==> src/rtl/mc_pkg.sv <==
// mc_pkg: shared state, opcode, funct, ALU and mux-select encodings for the multicycle control unit
package mc_pkg;
  typedef enum logic [3:0] {
    S_FETCH    = 4'd0,
    S_DECODE   = 4'd1,
    S_MEMADR   = 4'd2,
    S_MEMREAD  = 4'd3,
    S_MEMWB    = 4'd4,
    S_MEMWRITE = 4'd5,
    S_EXECUTE  = 4'd6,
    S_ALUWB    = 4'd7,
    S_BRANCH   = 4'd8,
    S_ADDIEX   = 4'd9,
    S_ADDIWB   = 4'd10,
    S_JUMP     = 4'd11,
    S_ILLEGAL  = 4'd12
  } state_t;
  localparam logic [5:0] OP_RTYPE = 6'b000000;
  localparam logic [5:0] OP_LW    = 6'b100011;
  localparam logic [5:0] OP_SW    = 6'b101011;
  localparam logic [5:0] OP_BEQ   = 6'b000100;
  localparam logic [5:0] OP_ADDI  = 6'b001000;
  localparam logic [5:0] OP_J     = 6'b000010;
  localparam logic [5:0] F_ADD = 6'b100000;
  localparam logic [5:0] F_SUB = 6'b100010;
  localparam logic [5:0] F_AND = 6'b100100;
  localparam logic [5:0] F_OR  = 6'b100101;
  localparam logic [5:0] F_SLT = 6'b101010;
  localparam logic [2:0] ALU_ADD = 3'b010;
  localparam logic [2:0] ALU_SUB = 3'b110;
  localparam logic [2:0] ALU_AND = 3'b000;
  localparam logic [2:0] ALU_OR  = 3'b001;
  localparam logic [2:0] ALU_SLT = 3'b111;
  localparam logic [1:0] PC_ALU    = 2'b00;
  localparam logic [1:0] PC_ALUOUT = 2'b01;
  localparam logic [1:0] PC_JUMP   = 2'b10;
  localparam logic [1:0] SRCB_B    = 2'b00;
  localparam logic [1:0] SRCB_4    = 2'b01;
  localparam logic [1:0] SRCB_IMM  = 2'b10;
  localparam logic [1:0] SRCB_IMM2 = 2'b11;
endpackage

==> src/rtl/mc_alu_dec.sv <==
// mc_alu_dec: R-type funct to ALU op, with a flag for the supported funct set
module mc_alu_dec
  import mc_pkg::*;
(
  input  logic [5:0] funct,
  output logic [2:0] alu_control,
  output logic       funct_valid
);
  always_comb begin
    alu_control = funct == F_SUB ? ALU_SUB :
                  funct == F_AND ? ALU_AND :
                  funct == F_OR  ? ALU_OR  :
                  funct == F_SLT ? ALU_SLT : ALU_ADD;
    funct_valid = funct inside {F_ADD, F_SUB, F_AND, F_OR, F_SLT};
  end
endmodule

==> src/rtl/mc_ctrl_fsm.sv <==
// mc_ctrl_fsm: multicycle MIPS control FSM with memory wait states and sticky illegal trap
module mc_ctrl_fsm
  import mc_pkg::*;
#(
  parameter int MEM_LAT = 1,
  parameter int CNT_W   = 2
) (
  input  logic       clk,
  input  logic       rst,
  input  logic [5:0] op,
  input  logic [5:0] funct,
  output logic       pc_write,
  output logic       branch,
  output logic [1:0] pc_src,
  output logic [2:0] alu_control,
  output logic       alu_src_a,
  output logic [1:0] alu_src_b,
  output logic       iord,
  output logic       mem_write,
  output logic       ir_write,
  output logic       reg_dst,
  output logic       mem_to_reg,
  output logic       reg_write,
  output logic       illegal,
  output logic [3:0] state
);
  localparam logic [CNT_W-1:0] LAT = CNT_W'(MEM_LAT);
  state_t st, nxt;
  logic [CNT_W-1:0] cnt;
  logic [2:0] alu_q, dec_alu;
  logic lw_q, fv, done;
  mc_alu_dec u_dec (.funct(funct), .alu_control(dec_alu), .funct_valid(fv));
  assign done = cnt == LAT;
  assign state = st;
  always_comb begin
    nxt = S_FETCH;
    case (st)
      S_FETCH:   nxt = done ? S_DECODE : S_FETCH;
      S_DECODE:  nxt = (op == OP_LW || op == OP_SW) ? S_MEMADR :
                       (op == OP_RTYPE && fv)       ? S_EXECUTE :
                       op == OP_BEQ                 ? S_BRANCH :
                       op == OP_ADDI                ? S_ADDIEX :
                       op == OP_J                   ? S_JUMP : S_ILLEGAL;
      S_MEMADR:  nxt = lw_q ? S_MEMREAD : S_MEMWRITE;
      S_MEMREAD: nxt = done ? S_MEMWB : S_MEMREAD;
      S_EXECUTE: nxt = S_ALUWB;
      S_ADDIEX:  nxt = S_ADDIWB;
      S_ILLEGAL: nxt = S_ILLEGAL;
      default:   nxt = S_FETCH;
    endcase
  end
  // op/funct are only trusted in DECODE, so the pieces needed later are latched here
  always_ff @(posedge clk) begin
    if (rst) begin
      st <= S_FETCH;
      cnt <= '0;
      illegal <= 1'b0;
      alu_q <= ALU_ADD;
      lw_q <= 1'b0;
    end else begin
      st <= nxt;
      cnt <= ((st == S_FETCH || st == S_MEMREAD) && !done) ? cnt + 1'b1 : '0;
      illegal <= nxt == S_ILLEGAL;
      if (st == S_DECODE) begin
        alu_q <= dec_alu;
        lw_q <= op == OP_LW;
      end
    end
  end
  always_comb begin
    pc_write = 1'b0;
    branch = 1'b0;
    pc_src = PC_ALU;
    alu_control = ALU_ADD;
    alu_src_a = 1'b0;
    alu_src_b = SRCB_B;
    iord = 1'b0;
    mem_write = 1'b0;
    ir_write = 1'b0;
    reg_dst = 1'b0;
    mem_to_reg = 1'b0;
    reg_write = 1'b0;
    case (st)
      S_FETCH: begin
        alu_src_b = SRCB_4;
        ir_write = done;
        pc_write = done;
      end
      S_DECODE: alu_src_b = SRCB_IMM2;
      S_MEMADR: begin
        alu_src_a = 1'b1;
        alu_src_b = SRCB_IMM;
      end
      S_MEMREAD: iord = 1'b1;
      S_MEMWB: begin
        mem_to_reg = 1'b1;
        reg_write = 1'b1;
      end
      S_MEMWRITE: begin
        iord = 1'b1;
        mem_write = 1'b1;
      end
      S_EXECUTE: begin
        alu_src_a = 1'b1;
        alu_control = alu_q;
      end
      S_ALUWB: begin
        reg_dst = 1'b1;
        reg_write = 1'b1;
      end
      S_BRANCH: begin
        alu_src_a = 1'b1;
        alu_control = ALU_SUB;
        branch = 1'b1;
        pc_src = PC_ALUOUT;
      end
      S_ADDIEX: begin
        alu_src_a = 1'b1;
        alu_src_b = SRCB_IMM;
      end
      S_ADDIWB: reg_write = 1'b1;
      S_JUMP: begin
        pc_write = 1'b1;
        pc_src = PC_JUMP;
      end
      default: ;
    endcase
    // a reset cycle must never commit architectural state, whatever state we were in
    if (rst) begin
      pc_write = 1'b0;
      branch = 1'b0;
      mem_write = 1'b0;
      ir_write = 1'b0;
      reg_write = 1'b0;
    end
  end
endmodule
==> config.mk <==
export PLATFORM = sky130hd
export DESIGN_NAME = mc_ctrl_fsm
export DESIGN_NICKNAME = d
export VERILOG_FILES = /design/src/rtl/mc_pkg.sv /design/src/rtl/mc_alu_dec.sv /design/src/rtl/mc_ctrl_fsm.sv
export SDC_FILE = /design/constraint.sdc
export NUM_CORES = 1
export LEC_CHECK = 0
export BUFFER_PORTS_ARGS = -buffer_cell sky130_fd_sc_hd__buf_2
export CAP_MARGIN = 25
export CORE_MARGIN = 2
export CORE_UTILIZATION = 40
export DETAILED_ROUTE_END_ITERATION = 7
export GPL_ROUTABILITY_DRIVEN = 0
export GPL_TIMING_DRIVEN = 0
export PLACE_DENSITY = 0.68
export REMOVE_ABC_BUFFERS = 1
export SKIP_LAST_GASP = 1
export SYNTH_ARGS = -nofsm -noshare
export SYNTH_HDL_FRONTEND = slang
export SYNTH_HIERARCHICAL = 1
export SYNTH_SLANG_ARGS = --single-unit
==> constraint.sdc <==
create_clock -name clk -period 3.9 [get_ports clk]
set_input_delay 0.975 -clock clk [delete_from_list [all_inputs] [get_ports clk]]
set_output_delay 0.975 -clock clk [all_outputs]
set_load 0.03 [all_outputs]
==> impl_metrics.ini <==
[floorplan]
initial_core_util_pct = 41.3
io_pins = 35
die_h_um = 51.1
dieArea_sq_um = 2610
die_w_um = 51.1
core_area_sq_um = 2150
rows = 17

[setup_path]
path_cells = buf_2 -> or3_1 -> nor4_1 -> buf_2
cp_slowest_cell = or3_1
path_class = in2out
cp_common_cell = buf_2
cp_slowest_stage_delay_ns = 0.33
critical_path_arrival_ns = 1.95
critPathRequiredTime_ns = 2.92
critPathMaxFanout = 10
cp-start-kind = input pin
end_kind = primary output

[finish]
fin_cells = 174
drive_gt1_share_pct = 26.0
final_common_cell = buf_2
area_growth_pct = 21.3
final_cell_mix = 34 x buf_2, 15 x nor2_1, 11 x dfxtp_1
fillers = 227
insertedDiodeCount = 0
fin_nets = 162
seq_area_sq_um = 220
multiInputGateArea_sq_um = 613

[clocking]
numCtsBuffers = 3
path_clk_slew_ns = 0.07
cts-root-buf = clkbuf_4
htree_levels = 1
clock_path_buffers = 2
clock-sinks = 11
postCtsSetupBuffers = 0
clkLatencyLatePin_ns = 0.27
cts_resized = 0
ctsHoldBuffers = 0
cts_tree = yes

[routing]
wl_um = 2110
postRouteAntennaNets = 0
viasPerCell = 5.51
drcViolationCount = 0
drtIter0Drc = 14
vias = 959
drt-wirelength-per-cell_um = 12.1
drt_pass1_iterations = 4

[place]
dp.final_hpwl_um = 1530
io_buffers = 34
place_inst = 170

[synth]
synth.distinct_cells = 44
synthFlopType = dfxtp_1
synth.area.top_cells = dfxtp_1 25%, nand2b_1 6.3%, nor2_1 6.3%
ys_ff_latch = 11
synth_edf_count = 0
async_reset_ff_share_pct = 0
syn_area_sq_um = 887
yosysWarnings = 6
synth.top_cell.area_share_pct = 24.8
avgSynthCellArea_sq_um = 7.58
synth_largest_area_cell = dfxtp_1
syn_inst = 117
seq_area_frac_synth_pct = 24.8

[timing]
hold_violations = 0
max_freq_mhz = 342
setup_viol = 0
slew_violations = 0
min_period_ns = 2.92
worst_pin_slew_ns = 0.690
relSlewSlack_pct = 53.9
setup_tns_ns = 0
whs_ns = 0.424
period_share_pct = 75.0
rsz0062_at_grt = false
finClkSkew_ns = 0.00212

[pwr]
seqPwrFrac_pct = 35.3
ir_drop_v = 0.000191
power_density_nw_per_um2 = 465
switchingPower_uw = 233
switching_share_pct = 46.6
p_comb_share_pct = 49.0
clockPowerShare_pct = 15.7
internal_power_uw = 267
p_leak_nw = 0.473

[global_route]
grt_pass1_vias = 801
overflow = 0
grt_max_degree = 24
grt_usage_pct = 17.0
antenna_found_initial = 0
grt_first_pass_wirelength_um = 3480

[status]
status = finished, final reports clean

[job]
max_cap_violations = 0

[worst_hold_path]
hold_class = reg2reg
==> worst paths after layout <==
kind	slack, ns	from	end	cells past startpoint
max	0.98	rst	ir_write	4
min	0.42	cnt[0]	cnt[0]	1
max reg2reg	1.63	state[0]	lw_q	3
min reg2reg	0.42	cnt[0]	cnt[0]	1
==> critical path: cells and delay by family <==
family / cells / cell delay (ns)
buf+inv: 2 / 0.43
simple gates: 2 / 0.55
==> flip-flops by register name, indices dropped and copies added, names as in the netlist <==
name	cells
lw_q	1
alu_q	3
cnt	2
state	4
illegal	1
==> power by group through the flow <==
stage	logic, mW	clock network, mW	registers (mW)
final	0.245	0.0785	0.176
after CTS	0.247	0.0813	0.174
after global placement	0.241	0	0.174
after detailed placement	0.246	0	0.177
after global routing	0.268	0.0874	0.181
after floorplan	0.171	0	0.182
==> per-stage QoR <==
step | area (sq um) | power (mW) | utilization [%] | setup slack [ns]
detailed placement | 1050 | 0.423 | 48.9 | 1.00
floorplan | 845 | 0.352 | - | 0.728
finish | 1080 | 0.500 | 50.1 | 0.976
global route | 1080 | 0.537 | 50.1 | 0.900
CTS | 1080 | 0.503 | 50.1 | 1.00
global placement | 1050 | 0.415 | 48.9 | 1.01
==> cell type report <==
| type | count | area share, % |
|---|---|---|
| multi-input cells | 94 | 57.0 |
| flip-flops and latches | 11 | 20.5 |
| repair buffers | 34 | 15.8 |
| well taps | 28 | 3.26 |
| clock buffers | 4 | 2.44 |
| inverters | 3 | 1.05 |
==> cell usage after synthesis (all sizes together) (3+ instances only) <==
cell type  number
nor2           15
dfxtp          11
nand2b         10
nor3            6
clkbuf          5
nand2           5
a21oi           4
buf             4
nand3           4
nor4            4
inv             3
o21ai           3
or3             3
==> cell families (layout without fill, tap and decap cells) <==
group / Yosys count / after routing / share of synthesized area, %
simple gates: 62 / 62 / 40.8
compound gates: 25 / 25 / 20.5
fa+ha+maj: 1 / 1 / 1.41
xor+xnor: 3 / 3 / 2.96
buf+inv: 12 / 41 / 6.06
flops: 11 / 11 / 24.8
mux: 3 / 3 / 3.53
==> layer usage <==
metal | share of wire (%) | GRT usage, % | vias to the layer above
li1 | - | - | 491
met2 | 44 | 27.7 | 31
met5 | 0 | 0 | -
met3 | 5.6 | 0.877 | 4
met1 | 48 | 22.7 | 433
met4 | 1.9 | 8.11 | 0
Note: power is estimated with default switching activity, not from simulation.
